==> config.mk <==
export PLATFORM = sky130hd
export DESIGN_NAME = fft_peak_detector_flat
export DESIGN_NICKNAME = d
export VERILOG_FILES = /design/src/rtl/audio_fft_pkg.sv /design/src/rtl/fft_peak_detector_if.sv /design/src/rtl/fft_peak_detector_peak_accum.sv /design/src/rtl/fft_peak_detector.sv /design/src/flat_wrapper.sv
export SDC_FILE = /design/constraint.sdc
export NUM_CORES = 1
export LEC_CHECK = 0
export CORE_MARGIN = 2
export CORE_UTILIZATION = 32
export CTS_BUF_LIST = sky130_fd_sc_hd__clkbuf_8 sky130_fd_sc_hd__clkbuf_16
export CTS_CLUSTER_SIZE = 14
export DETAILED_ROUTE_END_ITERATION = 10
export PLACE_DENSITY = 0.49
export SYNTH_ARGS = -nofsm -noshare
export SYNTH_HDL_FRONTEND = slang
export SYNTH_HIERARCHICAL = 1
export SYNTH_SLANG_ARGS = --single-unit
==> constraint.sdc <==
create_clock -name iCLK -period 4.3 [get_ports iCLK]
set_input_delay 1.075 -clock iCLK [delete_from_list [all_inputs] [get_ports iCLK]]
set_output_delay 1.075 -clock iCLK [all_outputs]
set_load 0.02 [all_outputs]
==> src/rtl/audio_fft_pkg.sv <==
`default_nettype none
// ============================================================================
// Module      : audio_fft_pkg
// Description : Shared constants for the audio FFT chain. Holds the FFT
//               geometry, sample widths, the peak-detector state encoding and
//               the bin-to-frequency scale used by game logic.
// Revision    : 1.0 - initial release
// ============================================================================
package audio_fft_pkg;

  localparam int LEN   = 1024;  // FFT length in points
  localparam int LBITS = 10;    // log2(LEN), bin address width
  localparam int BITS  = 16;    // power sample width
  localparam int EBITS = 6;     // block-floating exponent width

  // Frequency spacing of one bin in Q8 Hz (audio rate / LEN).
  localparam int AUDIO_RATE_HZ = 48000;
  localparam int BIN_HZ_Q8     = (AUDIO_RATE_HZ * 256) / LEN;

  typedef enum logic [2:0] {
    IDLE      = 3'd0,
    START     = 3'd1,
    WAIT_DONE = 3'd2,
    SCAN      = 3'd3,
    DRAIN     = 3'd4,
    REPORT    = 3'd5
  } fft_state_e;

  // Plain-vector encodings of the same states for the controller register.
  localparam logic [2:0] ST_IDLE      = IDLE;
  localparam logic [2:0] ST_START     = START;
  localparam logic [2:0] ST_WAIT_DONE = WAIT_DONE;
  localparam logic [2:0] ST_SCAN      = SCAN;
  localparam logic [2:0] ST_DRAIN     = DRAIN;
  localparam logic [2:0] ST_REPORT    = REPORT;

endpackage
`default_nettype wire

==> src/rtl/fft_peak_detector_if.sv <==
`default_nettype none
// ============================================================================
// Module      : fft_peak_detector_if
// Description : Bundle between the peak detector, the FFT controller read-out
//               port and the game-logic result consumer.
//   master : the peak detector (drives start pulse, read address, results)
//   slave  : the environment (run/threshold, FFT done, power, exponent)
//   Signals: iRun, iThreshold, oFftStart, iFftDone, oReadAddr, iPower, iExp,
//            oPeakBin, oPeakPower, oExp, oEnergy, oSilent, oValid, oTimeout
// Revision    : 1.0 - initial release
// ============================================================================
interface fft_peak_detector_if
  import audio_fft_pkg::*;
#(
  parameter int LBITS = audio_fft_pkg::LBITS,
  parameter int BITS  = audio_fft_pkg::BITS,
  parameter int EBITS = audio_fft_pkg::EBITS
);
  logic                  iRun;
  logic [BITS-1:0]       iThreshold;
  logic                  oFftStart;
  logic                  iFftDone;
  logic [LBITS-1:0]      oReadAddr;
  logic [BITS-1:0]       iPower;
  logic [EBITS-1:0]      iExp;
  logic [LBITS-1:0]      oPeakBin;
  logic [BITS-1:0]       oPeakPower;
  logic [EBITS-1:0]      oExp;
  logic [BITS+LBITS-1:0] oEnergy;
  logic                  oSilent;
  logic                  oValid;
  logic                  oTimeout;

  modport master (
    input  iRun, iThreshold, iFftDone, iPower, iExp,
    output oFftStart, oReadAddr, oPeakBin, oPeakPower, oExp, oEnergy,
           oSilent, oValid, oTimeout
  );

  modport slave (
    output iRun, iThreshold, iFftDone, iPower, iExp,
    input  oFftStart, oReadAddr, oPeakBin, oPeakPower, oExp, oEnergy,
           oSilent, oValid, oTimeout
  );

endinterface
`default_nettype wire

==> src/rtl/fft_peak_detector_peak_accum.sv <==
`default_nettype none
// ============================================================================
// Module      : peak_accum
// Description : Read-latency alignment plus max/argmax search and saturating
//               energy sum over one scan of power samples.
//   clk, rst_n  : clock, asynchronous active-low reset
//   i_clear     : start of frame; zero the search and energy
//   i_valid     : an address is being issued to the RAM this cycle
//   i_addr      : the address being issued
//   i_power     : RAM data, RD_LAT cycles after the matching address
//   o_max_power : largest power seen since clear
//   o_max_bin   : lowest bin holding o_max_power
//   o_energy    : saturating sum of all consumed powers
// Revision    : 1.0 - initial release
// ============================================================================
module peak_accum
  import audio_fft_pkg::*;
#(
  parameter int LBITS   = audio_fft_pkg::LBITS,
  parameter int BITS    = audio_fft_pkg::BITS,
  parameter int RD_LAT  = 2,
  parameter int MIN_BIN = 2
) (
  input  wire                    clk,
  input  wire                    rst_n,
  input  wire                    i_clear,
  input  wire                    i_valid,
  input  wire  [LBITS-1:0]       i_addr,
  input  wire  [BITS-1:0]        i_power,
  output logic [BITS-1:0]        o_max_power,
  output logic [LBITS-1:0]       o_max_bin,
  output logic [BITS+LBITS-1:0]  o_energy
);

  localparam int EW = BITS + LBITS;

  logic [RD_LAT-1:0] r_vld_pipe;
  logic [LBITS-1:0]  r_addr_pipe [RD_LAT];
  logic [BITS-1:0]   r_max_power;
  logic [LBITS-1:0]  r_max_bin;
  logic [EW-1:0]     r_energy;

  logic              w_hit;
  logic [EW:0]       w_sum;

  // The tail of the delay line lines up with the RAM output.
  assign w_hit = r_vld_pipe[RD_LAT-1];
  // One spare bit catches the carry that signals saturation.
  assign w_sum = (EW+1)'(r_energy) + (EW+1)'(i_power);

  always_ff @(posedge clk or negedge rst_n) begin
    if (!rst_n) begin
      r_vld_pipe  <= '0;
      for (int i = 0; i < RD_LAT; i++) r_addr_pipe[i] <= '0;
      r_max_power <= '0;
      r_max_bin   <= '0;
      r_energy    <= '0;
    end else if (i_clear) begin
      // An all-zero frame reports the first scanned bin.
      r_vld_pipe  <= '0;
      r_max_power <= '0;
      r_max_bin   <= LBITS'(MIN_BIN);
      r_energy    <= '0;
    end else begin
      r_vld_pipe[0]  <= i_valid;
      r_addr_pipe[0] <= i_addr;
      for (int i = 1; i < RD_LAT; i++) begin
        r_vld_pipe[i]  <= r_vld_pipe[i-1];
        r_addr_pipe[i] <= r_addr_pipe[i-1];
      end
      if (w_hit) begin
        // Strict compare with an ascending scan keeps the lowest tied bin.
        if (i_power > r_max_power) begin
          r_max_power <= i_power;
          r_max_bin   <= r_addr_pipe[RD_LAT-1];
        end
        r_energy <= w_sum[EW] ? '1 : w_sum[EW-1:0];
      end
    end
  end

  assign o_max_power = r_max_power;
  assign o_max_bin   = r_max_bin;
  assign o_energy    = r_energy;

endmodule
`default_nettype wire

==> src/rtl/fft_peak_detector.sv <==
`default_nettype none
// ============================================================================
// Module      : fft_peak_detector
// Description : Starts each FFT frame, waits for completion, scans the lower
//               half of the power spectrum and reports the dominant bin, its
//               power, the frame exponent and total energy as a pulsed event.
//   iCLK   : system clock shared with the FFT controller
//   iRST_N : asynchronous active-low reset
//   bus    : fft_peak_detector_if.master (run/threshold in, FFT start/done
//            handshake, result RAM read port, registered result outputs)
// Revision    : 1.0 - initial release
// ============================================================================
module fft_peak_detector
  import audio_fft_pkg::*;
#(
  parameter int LEN     = audio_fft_pkg::LEN,
  parameter int LBITS   = audio_fft_pkg::LBITS,
  parameter int BITS    = audio_fft_pkg::BITS,
  parameter int EBITS   = audio_fft_pkg::EBITS,
  parameter int MIN_BIN = 2,
  parameter int RD_LAT  = 2,
  parameter int TIMEOUT = 1 << 20
) (
  input  wire                 iCLK,
  input  wire                 iRST_N,
  fft_peak_detector_if.master bus
);

  localparam int TW = (TIMEOUT > 2) ? $clog2(TIMEOUT) : 1;
  localparam int DW = (RD_LAT > 2) ? $clog2(RD_LAT) : 1;

  localparam logic [LBITS-1:0] C_FIRST_BIN  = LBITS'(MIN_BIN);
  localparam logic [LBITS-1:0] C_LAST_BIN   = LBITS'(LEN/2 - 1);
  localparam logic [TW-1:0]    C_TO_LAST    = TW'(TIMEOUT - 1);
  localparam logic [DW-1:0]    C_DRAIN_LAST = DW'(RD_LAT - 1);

  logic [2:0]            r_state;
  logic                  r_done_d;
  logic [TW-1:0]         r_to_cnt;
  logic [DW-1:0]         r_drain_cnt;
  logic [LBITS-1:0]      r_addr;
  logic [EBITS-1:0]      r_exp_cap;

  logic [LBITS-1:0]      r_peak_bin;
  logic [BITS-1:0]       r_peak_power;
  logic [EBITS-1:0]      r_exp;
  logic [BITS+LBITS-1:0] r_energy;
  logic                  r_silent;
  logic                  r_valid;
  logic                  r_timeout;

  logic                  w_done_rise;
  logic                  w_issue;
  logic                  w_clear;
  logic [BITS-1:0]       w_max_power;
  logic [LBITS-1:0]      w_max_bin;
  logic [BITS+LBITS-1:0] w_energy;

  // r_done_d tracks the level every cycle, so on the first WAIT_DONE cycle it
  // holds the level seen in START: a done level already high at entry never
  // reads as a rising edge.
  assign w_done_rise = bus.iFftDone & ~r_done_d;
  assign w_issue     = (r_state == ST_SCAN);
  assign w_clear     = (r_state == ST_WAIT_DONE) && w_done_rise;

  peak_accum #(
    .LBITS   (LBITS),
    .BITS    (BITS),
    .RD_LAT  (RD_LAT),
    .MIN_BIN (MIN_BIN)
  ) u_peak_accum (
    .clk         (iCLK),
    .rst_n       (iRST_N),
    .i_clear     (w_clear),
    .i_valid     (w_issue),
    .i_addr      (r_addr),
    .i_power     (bus.iPower),
    .o_max_power (w_max_power),
    .o_max_bin   (w_max_bin),
    .o_energy    (w_energy)
  );

  always_ff @(posedge iCLK or negedge iRST_N) begin
    if (!iRST_N) begin
      r_state      <= ST_IDLE;
      r_done_d     <= 1'b0;
      r_to_cnt     <= '0;
      r_drain_cnt  <= '0;
      r_addr       <= '0;
      r_exp_cap    <= '0;
      r_peak_bin   <= '0;
      r_peak_power <= '0;
      r_exp        <= '0;
      r_energy     <= '0;
      r_silent     <= 1'b0;
      r_valid      <= 1'b0;
      r_timeout    <= 1'b0;
    end else begin
      r_done_d <= bus.iFftDone;
      r_valid  <= 1'b0;
      case (r_state)
        ST_IDLE: begin
          if (bus.iRun) r_state <= ST_START;
        end
        ST_START: begin
          r_to_cnt <= '0;
          r_state  <= ST_WAIT_DONE;
        end
        ST_WAIT_DONE: begin
          // A done edge on the final wait cycle still wins over the timeout.
          if (w_done_rise) begin
            r_exp_cap <= bus.iExp;
            r_addr    <= C_FIRST_BIN;
            r_state   <= ST_SCAN;
          end else if (r_to_cnt == C_TO_LAST) begin
            r_timeout <= 1'b1;
            r_state   <= ST_IDLE;
          end else begin
            r_to_cnt <= r_to_cnt + 1'b1;
          end
        end
        ST_SCAN: begin
          // Only the lower half is read; the address parks on the last bin.
          if (r_addr == C_LAST_BIN) begin
            r_drain_cnt <= '0;
            r_state     <= ST_DRAIN;
          end else begin
            r_addr <= r_addr + 1'b1;
          end
        end
        ST_DRAIN: begin
          if (r_drain_cnt == C_DRAIN_LAST) r_state <= ST_REPORT;
          else                             r_drain_cnt <= r_drain_cnt + 1'b1;
        end
        ST_REPORT: begin
          r_peak_bin   <= w_max_bin;
          r_peak_power <= w_max_power;
          r_exp        <= r_exp_cap;
          r_energy     <= w_energy;
          r_silent     <= (w_max_power < bus.iThreshold);
          r_valid      <= 1'b1;
          r_timeout    <= 1'b0;
          r_state      <= bus.iRun ? ST_START : ST_IDLE;
        end
        default: r_state <= ST_IDLE;
      endcase
    end
  end

  assign bus.oFftStart  = (r_state == ST_START);
  assign bus.oReadAddr  = r_addr;
  assign bus.oPeakBin   = r_peak_bin;
  assign bus.oPeakPower = r_peak_power;
  assign bus.oExp       = r_exp;
  assign bus.oEnergy    = r_energy;
  assign bus.oSilent    = r_silent;
  assign bus.oValid     = r_valid;
  assign bus.oTimeout   = r_timeout;

endmodule
`default_nettype wire

==> src/flat_wrapper.sv <==
// flat-port wrapper written by rule: the top's interface ports become plain ports
module fft_peak_detector_flat import audio_fft_pkg::*;
#(
  parameter int LEN     = audio_fft_pkg::LEN,
  parameter int LBITS   = audio_fft_pkg::LBITS,
  parameter int BITS    = audio_fft_pkg::BITS,
  parameter int EBITS   = audio_fft_pkg::EBITS,
  parameter int MIN_BIN = 2,
  parameter int RD_LAT  = 2,
  parameter int TIMEOUT = 1 << 20
)
  (iCLK, iRST_N, bus_iRun, bus_iThreshold, bus_iFftDone, bus_iPower, bus_iExp, bus_oFftStart, bus_oReadAddr, bus_oPeakBin, bus_oPeakPower, bus_oExp, bus_oEnergy, bus_oSilent, bus_oValid, bus_oTimeout);
  fft_peak_detector_if #(.LBITS(LBITS), .BITS(BITS), .EBITS(EBITS)) bus_i ();
  input  wire iCLK;
  input  wire iRST_N;
  input wire logic [$bits(bus_i.iRun)-1:0] bus_iRun;
  input wire logic [$bits(bus_i.iThreshold)-1:0] bus_iThreshold;
  input wire logic [$bits(bus_i.iFftDone)-1:0] bus_iFftDone;
  input wire logic [$bits(bus_i.iPower)-1:0] bus_iPower;
  input wire logic [$bits(bus_i.iExp)-1:0] bus_iExp;
  output wire logic [$bits(bus_i.oFftStart)-1:0] bus_oFftStart;
  output wire logic [$bits(bus_i.oReadAddr)-1:0] bus_oReadAddr;
  output wire logic [$bits(bus_i.oPeakBin)-1:0] bus_oPeakBin;
  output wire logic [$bits(bus_i.oPeakPower)-1:0] bus_oPeakPower;
  output wire logic [$bits(bus_i.oExp)-1:0] bus_oExp;
  output wire logic [$bits(bus_i.oEnergy)-1:0] bus_oEnergy;
  output wire logic [$bits(bus_i.oSilent)-1:0] bus_oSilent;
  output wire logic [$bits(bus_i.oValid)-1:0] bus_oValid;
  output wire logic [$bits(bus_i.oTimeout)-1:0] bus_oTimeout;
  assign bus_i.iRun = bus_iRun;
  assign bus_i.iThreshold = bus_iThreshold;
  assign bus_i.iFftDone = bus_iFftDone;
  assign bus_i.iPower = bus_iPower;
  assign bus_i.iExp = bus_iExp;
  assign bus_oFftStart = bus_i.oFftStart;
  assign bus_oReadAddr = bus_i.oReadAddr;
  assign bus_oPeakBin = bus_i.oPeakBin;
  assign bus_oPeakPower = bus_i.oPeakPower;
  assign bus_oExp = bus_i.oExp;
  assign bus_oEnergy = bus_i.oEnergy;
  assign bus_oSilent = bus_i.oSilent;
  assign bus_oValid = bus_i.oValid;
  assign bus_oTimeout = bus_i.oTimeout;
  fft_peak_detector #(.LEN(LEN), .LBITS(LBITS), .BITS(BITS), .EBITS(EBITS), .MIN_BIN(MIN_BIN), .RD_LAT(RD_LAT), .TIMEOUT(TIMEOUT)) u_core (.iCLK(iCLK), .iRST_N(iRST_N), .bus(bus_i));
endmodule
==> results of run 1 <==
-- registers in the layout, indices dropped and copies added, names as in the netlist, 2 cells and up --
name,count
u_core/u_peak_accum/o_max_power,16
u_core/bus.oPeakBin,10
u_core/bus.oEnergy,26
u_core/r_state,3
u_core/r_exp_cap,6
u_core/r_to_cnt,20
u_core/bus.oPeakPower,16
u_core/bus.oReadAddr,10
u_core/u_peak_accum/o_energy,26
u_core/u_peak_accum/o_max_bin,10
u_core/bus.oExp,6
u_core/u_peak_accum/r_addr_pipe,20
u_core/u_peak_accum/r_vld_pipe,2
-- per-stage QoR --
step	setup WS, ps	std cells	util (%)	instance area [µm²]
after floorplan	1285	941	-	8985
after global placement	518.9	1404	38.01	10530
after detailed placement	463.2	1404	38.01	10530
after CTS	742.0	1434	40.05	11100
after global routing	654.1	1434	40.05	11100
final	783.7	1434	40.05	11100
-- final timing paths --
| path | endpoint | depth (start not counted) |
|---|---|---|
| worst max-delay path | bus_oFftStart | 3 |
| worst min-delay path | u_core/u_peak_accum/r_vld_pipe[1] | 1 |
| worst max register to register | u_core/u_peak_accum/o_energy[23] | 9 |
| worst min register to register | u_core/u_peak_accum/r_vld_pipe[1] | 1 |
| max in group asynchronous | u_core/bus.oPeakBin[7] | 2 |
| min in group asynchronous | u_core/bus.oPeakPower[9] | 1 |
-- cell type report --
| class | count | area share, % |
|---|---|---|
| clock buffers | 21 | 4.330 |
| clock inverters | 9 | 0.7780 |
| inverters | 41 | 1.387 |
| multi-input cells | 684 | 38.31 |
| flip-flops and latches | 176 | 39.69 |
| well taps | 378 | 4.262 |
| repair buffers | 125 | 11.24 |
-- synth_stat cells, drive strengths merged, types with 14 or more instances --
cell	instances	area, µm²
o21ai	43	219.0
buf	14	91.33
clkbuf	26	98.84
nand4	18	125.1
dfrtp	176	4404
ha	49	613.1
nand3	16	85.08
mux2i	31	310.3
nor2	78	311.5
mux2	21	236.5
nand2	237	894.6
inv	40	150.1
a21oi	42	217.7
a311oi	15	131.4
-- power groups by stage --
stage | clock network [mW] | registers [mW] | logic (mW)
3_5_place_dp | 0 | 2.38 | 2.07
4_1_cts | 1.56 | 2.36 | 2.08
5_1_grt | 1.62 | 2.41 | 2.34
3_3_place_gp | 0 | 2.38 | 2.06
6_report | 1.51 | 2.35 | 2.07
2_1_floorplan | 0 | 2.26 | 1.56
-- cell families (layout without fill, tap and decap cells) --
group / count (synthesis) / in the layout / synth area share (%)
muxes: 52 / 52 / 6.086
and+or+nand+nor: 403 / 403 / 20.09
AOI/OAI and AO/OA: 164 / 164 / 12.46
adders and majority gates: 50 / 50 / 7.046
buffers and inverters: 81 / 196 / 3.829
xor gates and xnor gates: 15 / 15 / 1.462
DFF: 176 / 176 / 49.02
-- placed cells by master (no fill, tap or decap), types with 7 or more instances in the layout --
cell / count
a211oi_1: 8
a21o_1: 8
a21oi_1: 40
a311oi_1: 15
a31oi_1: 10
and3_1: 11
buf_4: 10
clkbuf_16: 17
clkdlybuf4s50_1: 112
dfrtp_1: 176
ha_1: 49
inv_1: 40
mux2_2: 21
mux2i_1: 31
nand2_1: 235
nand3_1: 15
nand4_1: 16
nor2_1: 76
nor3_1: 7
o21ai_0: 40
xnor2_1: 8
xor2_1: 7
-- routing by layer --
metal	vias to the layer above	global-route usage, %	routed length [µm]
li1	3458	-	-
met1	3302	21.45	10880
met2	114	27.38	10940
met3	18	3.129	872
met4	0	4.164	283
met5	-	0	0
==> results by group, run 1 <==
Power
  • Switching share of power: between 30% and 40%
  • Combinational power share: a little over a third
  • Register share of total power: just under 40%
  • Ratio of total power to cell area: 534.2 mW/mm²
  • Leakage power: approximately 5.2 nW
  • Clock Power Share: 25.5%
  • Pint: 3.736 mW
  • Peak supply drop: 0.2553 mV
  • Power Total: 5.928 mW
  • NetSw: 2.193 mW

Synth
  • Seq cells post-synth: 176
  • Post-synthesis sequential area ratio: 49.02%
  • Post-Syn Instances: 941
  • Post-synth EDFFs: 0
  • Synth Cell Area: 0.008985 mm²
  • Async S/R FF share, synth: 100.0%
  • Syn Nets: 1,033
  • Distinct cells, synth: 70
  • Synth Flop Type: dfrtp_1
  • Syn_area_per_cell: 9.548 µm²
  • Yosys warnings: 6

Clock network
  • Root buffer cell: clkbuf_16
  • Clock Latency Late Sink: 430 ps
  • Num Clock Sinks: 176
  • CTS H-tree depth: 4
  • CTS Buf Count: 17
  • Setup bufs post-CTS: 0
  • CTS resizes: 0
  • CTS max path bufs: 2
  • TritonCTS clock tree: yes
  • Post-CTS Hold Fix Bufs: 0
  • Clock transition at the registers of the reported paths: 60 ps

STA
  • Final hold violation count: 0
  • Post-route setup TNS: 0 ps
  • RSZ-0062 raised after global routing: false
  • Final Slew Violations: 0
  • Rel. slew slack: 35.35%
  • Final Critical Period: between 3000 and 4000 ps
  • Fin crit share: 81.77%
  • Worst hold margin: approximately 470 ps
  • FMAX: about 280 MHz
  • Final setup violation count: 0
  • Skew final: 11.74 ps
  • Worst slew pin tran: 969.7 ps

GRT
  • GRT Util Overall: 16.26%
  • Pin count of the biggest net entering global routing: 101
  • First-pass GRT wire length: 37,690 µm
  • Antenna violations before repair: 0
  • Remaining Overflow, GRT: 0
  • Vias in the first global route: approximately 7,100

Routing
  • Final ANT Viol Nets: 0
  • WL/cell: 16.02 µm
  • DRC violations left: 0
  • WL final: 22,970 µm
  • DR vias: roughly 6,900
  • Drt initial violations: between 300 and 400
  • Drt first pass iters: 4
  • Vias/cell: 4.806

Finish
  • Register Area: about 0.0044 mm²
  • Ratio of cells with drive above 1 in the final layout: 8.712%
  • Nets: 1,137
  • Area delta synth->final: 23.51%
  • Antenna cells: 0
  • Area of the multi-input gates: approximately 0.0043 mm²
  • Fill count: 2,792

Place
  • Buffers on Ports: 113
  • Gpl congestion: 0.8162
  • HPWL after DPL: 16,160 µm

Setup path
  • CP Max Fanout: 11
  • Top delay family on crit path: buffers and inverters
  • Crit path arrival time: 2440 ps
  • Worst Path Buf+Inv: 2
  • Peak per-stage delay on the critical path: 650 ps
  • Crit-path cells: or3b_1 > inv_1 > clkdlybuf4s50_1
  • Critical Path Source: u_core/r_state[0]
  • Worst r2r src: u_core/u_peak_accum/o_energy[0]
  • Worst reg-to-reg setup slack: 1590 ps
  • Crit-path slowest cell: clkdlybuf4s50_1
  • WS Path Type: flip-flop to output pin
  • Worst Setup Start Kind: flip-flop
  • CP required: about 3200 ps
  • CP Capture Type: output pin

Floorplanning
  • Initial Utilization: 32.43%
  • Die width: 171.6 µm
  • Die area: roughly 0.029 mm²
  • FP Rows: 61
  • Core area: 0.02771 mm²
  • Die H: 171.6 µm
  • I/O Pins: 114

Flow run
  • Max-cap violations: 0

Min path
  • Hold Crit Start: u_core/u_peak_accum/r_vld_pipe[0]
  • Worst min path class: flip-flop to flip-flop

Outcome
  • Status: completed
Power figures use the tool's default switching activity.
==> inputs of run 2 (changes only) <==
- clock period: 4.3 -> 3.64 ns (I/O delays scaled with it)
==> run 2 against run 1 <==
  * Worst setup slack got worse by 390 ps
  * Combinational power grew 19%
  * Clock-buffer cell count fell by 4
  * Largest power group unchanged
  * Highest routed layer unchanged
==> results by group, run 2 (synthesis results as in run 1) <==
Outcome
  • Status: completed

Min path
  • Worst min path class: primary input to async pin

Routing
  • Drt initial violations: 347 (-7.7%)
  • DRC violations left: 0 (unchanged)
  • Final ANT Viol Nets: 0 (unchanged)
  • WL/cell: 15.94 µm (-0.48%)
  • DR vias: 7,055 (+2.4%)
  • Drt first pass iters: 6 (+2)
  • WL final: 23,040 µm (+0.28%)
  • Vias/cell: 4.882 (+1.6%)

Finish
  • Commonest non-fill, non-tap cell in the layout: nand2_1
  • Nets: 1,146 (+0.79%)
  • Ratio of cells with drive above 1 in the final layout: 9.653% (+0.94 points)
  • Final cell count without fillers: 1,445 (+0.77%)
  • Antenna cells: 0 (unchanged)
  • Most frequent cells in the layout: 235 x nand2_1, 176 x dfrtp_1, 112 x clkdlybuf4s50_1
  • Area delta synth->final: 25.14%

Clock network
  • CTS Buf Count: 17 (unchanged)
  • Num Clock Sinks: 176 (unchanged)
  • CTS H-tree depth: 4 (unchanged)
  • CTS max path bufs: 2 (unchanged)
  • Clock transition at the registers of the reported paths: 70 ps (about the same)
  • Clock Latency Late Sink: 430 ps (about the same)
  • Post-CTS Hold Fix Bufs: 0 (unchanged)
  • TritonCTS clock tree: yes
  • CTS resizes: 0 (unchanged)
  • Root buffer cell: clkbuf_16
  • Setup bufs post-CTS: 0 (unchanged)

Setup path
  • CP required: 2730 ps (-490 ps)
  • Worst reg2reg path depth: 9 (unchanged)
  • Worst Setup Start Kind: flip-flop
  • Crit-path slowest cell: clkdlybuf4s50_1
  • WS Path Type: flip-flop to output pin
  • Worst Path Buf+Inv: 3 (+1)
  • Worst reg-to-reg setup slack: 1030 ps (-560 ps)
  • Worst r2r src: u_core/u_peak_accum/o_energy[0]
  • CP Max Fanout: 11 (unchanged)
  • Worst r2r dst: u_core/u_peak_accum/o_energy[23]
  • Crit path arrival time: 2330 ps (-110 ps)
  • Crit-path cells: or3b_1 > buf_4 > inv_1 > clkdlybuf4s50_1
  • Crit. path cell count: 4 (+1)
  • CP Capture Type: output pin
  • Top delay family on crit path: buffers and inverters
  • Peak per-stage delay on the critical path: 640 ps (about the same)

Place
  • Placement Setup Slack: 53.31 ps (-409.9 ps)
  • Gpl congestion: 0.8676 (+6.3%)
  • HPWL after DPL: 16,420 µm (+1.6%)
  • Cell count after placement: 1,413 (+0.64%)
  • Buffers on Ports: 113 (unchanged)

STA
  • Final hold violation count: 0 (unchanged)
  • Final Critical Period: 3245 ps
  • Worst slew pin tran: 938.6 ps (-31.17 ps)
  • Fin crit share: 89.14%
  • RSZ-0062 raised after global routing: false
  • Post-route setup TNS: 0 ps (unchanged)
  • Final Slew Violations: 0 (unchanged)
  • FMAX: 308.2 MHz
  • PnR worst setup slack: 395.3 ps (-388.4 ps)
  • Skew final: 9.149 ps (-2.590 ps)
  • Rel. slew slack: 37.34% (+2.0 points)
  • Final setup violation count: 0 (unchanged)

Floorplanning
  • Die area: 0.02943 mm² (unchanged)
  • Die width: 171.6 µm (unchanged)
  • Initial Utilization: 32.43% (unchanged)
  • Core area: 0.02771 mm² (unchanged)
  • Die H: 171.6 µm (unchanged)
  • I/O Pins: 114 (unchanged)
  • FP Rows: 61 (unchanged)

Power
  • Leakage power: 5.322 nW (+1.5%)
  • Power Total: 7.242 mW (+22%)
  • Ratio of total power to cell area: 644.1 mW/mm² (+21%)
  • Peak supply drop: 0.2823 mV (+11%)

GRT
  • First-pass GRT wire length: 38,490 µm (+2.1%)
  • GRT Util Overall: 16.59% (+0.33 points)
  • Vias in the first global route: 7,094 (+0.24%)
  • Pin count of the biggest net entering global routing: 65 (-36%)
  • Antenna violations before repair: 0 (unchanged)
  • Remaining Overflow, GRT: 0 (unchanged)

Flow run
  • Max-cap violations: 0 (unchanged)
-- run 2: changes by cell type in the layout (fill, tap and decap cells not counted), sizes merged --
cell and delta:
clkinv -2, inv +5, bufinv +3, clkbuf -4, buf +9
-- run 2: power breakdown --
part           total, mW  internal, mW  switching [mW]
combinational       2.46          1.08            1.38
sequential          2.79          2.35           0.439
clock               1.99          1.16           0.827
total               7.24          4.60            2.65
-- run 2: worst max-delay path by stage --
stage / start / to / slack, ps
2_1_floorplan: bus_iPower[0] / u_core/u_peak_accum/o_energy[23] / 790
3_3_place_gp: bus_iPower[0] / u_core/u_peak_accum/o_energy[23] / 100
3_5_place_dp: bus_iPower[0] / u_core/u_peak_accum/o_energy[23] / 50
4_1_cts: u_core/r_state[0] / bus_oFftStart / 360
5_1_grt: u_core/r_state[0] / bus_oFftStart / 270
6_report: u_core/r_state[0] / bus_oFftStart / 400
-- run 2: per-layer routing --
metal / up-vias / routed length [µm] / share of wire, % / global-route usage [%]
met2: 125 / 11010 / 48 / 27.68
li1: 3479 / - / - / -
met1: 3436 / 10870 / 47 / 22.09
met4: 0 / 280 / 1.2 / 4.090
met5: - / 0 / 0 / 0
met3: 15 / 881 / 3.8 / 3.313
-- run 2: per-stage QoR --
stage	cell area (µm²)	utilization, %	hold slack, ps
5_1_grt	11240	40.58	494.6
4_1_cts	11240	40.58	468.7
3_5_place_dp	10610	38.30	459.6
3_3_place_gp	10610	38.30	447.7
6_report	11240	40.58	450.1
2_1_floorplan	8985	-	436.5
-- run 2: final cells by class --
type / count / area (µm²)
clock buffers: 17 / 425.4
clock inverters: 15 / 207.7
fillers: 2777 / 16460
inverters: 41 / 153.9
multi-input cells: 684 / 4252
flip-flops and latches: 176 / 4404
well taps: 378 / 473.0
repair buffers: 134 / 1328
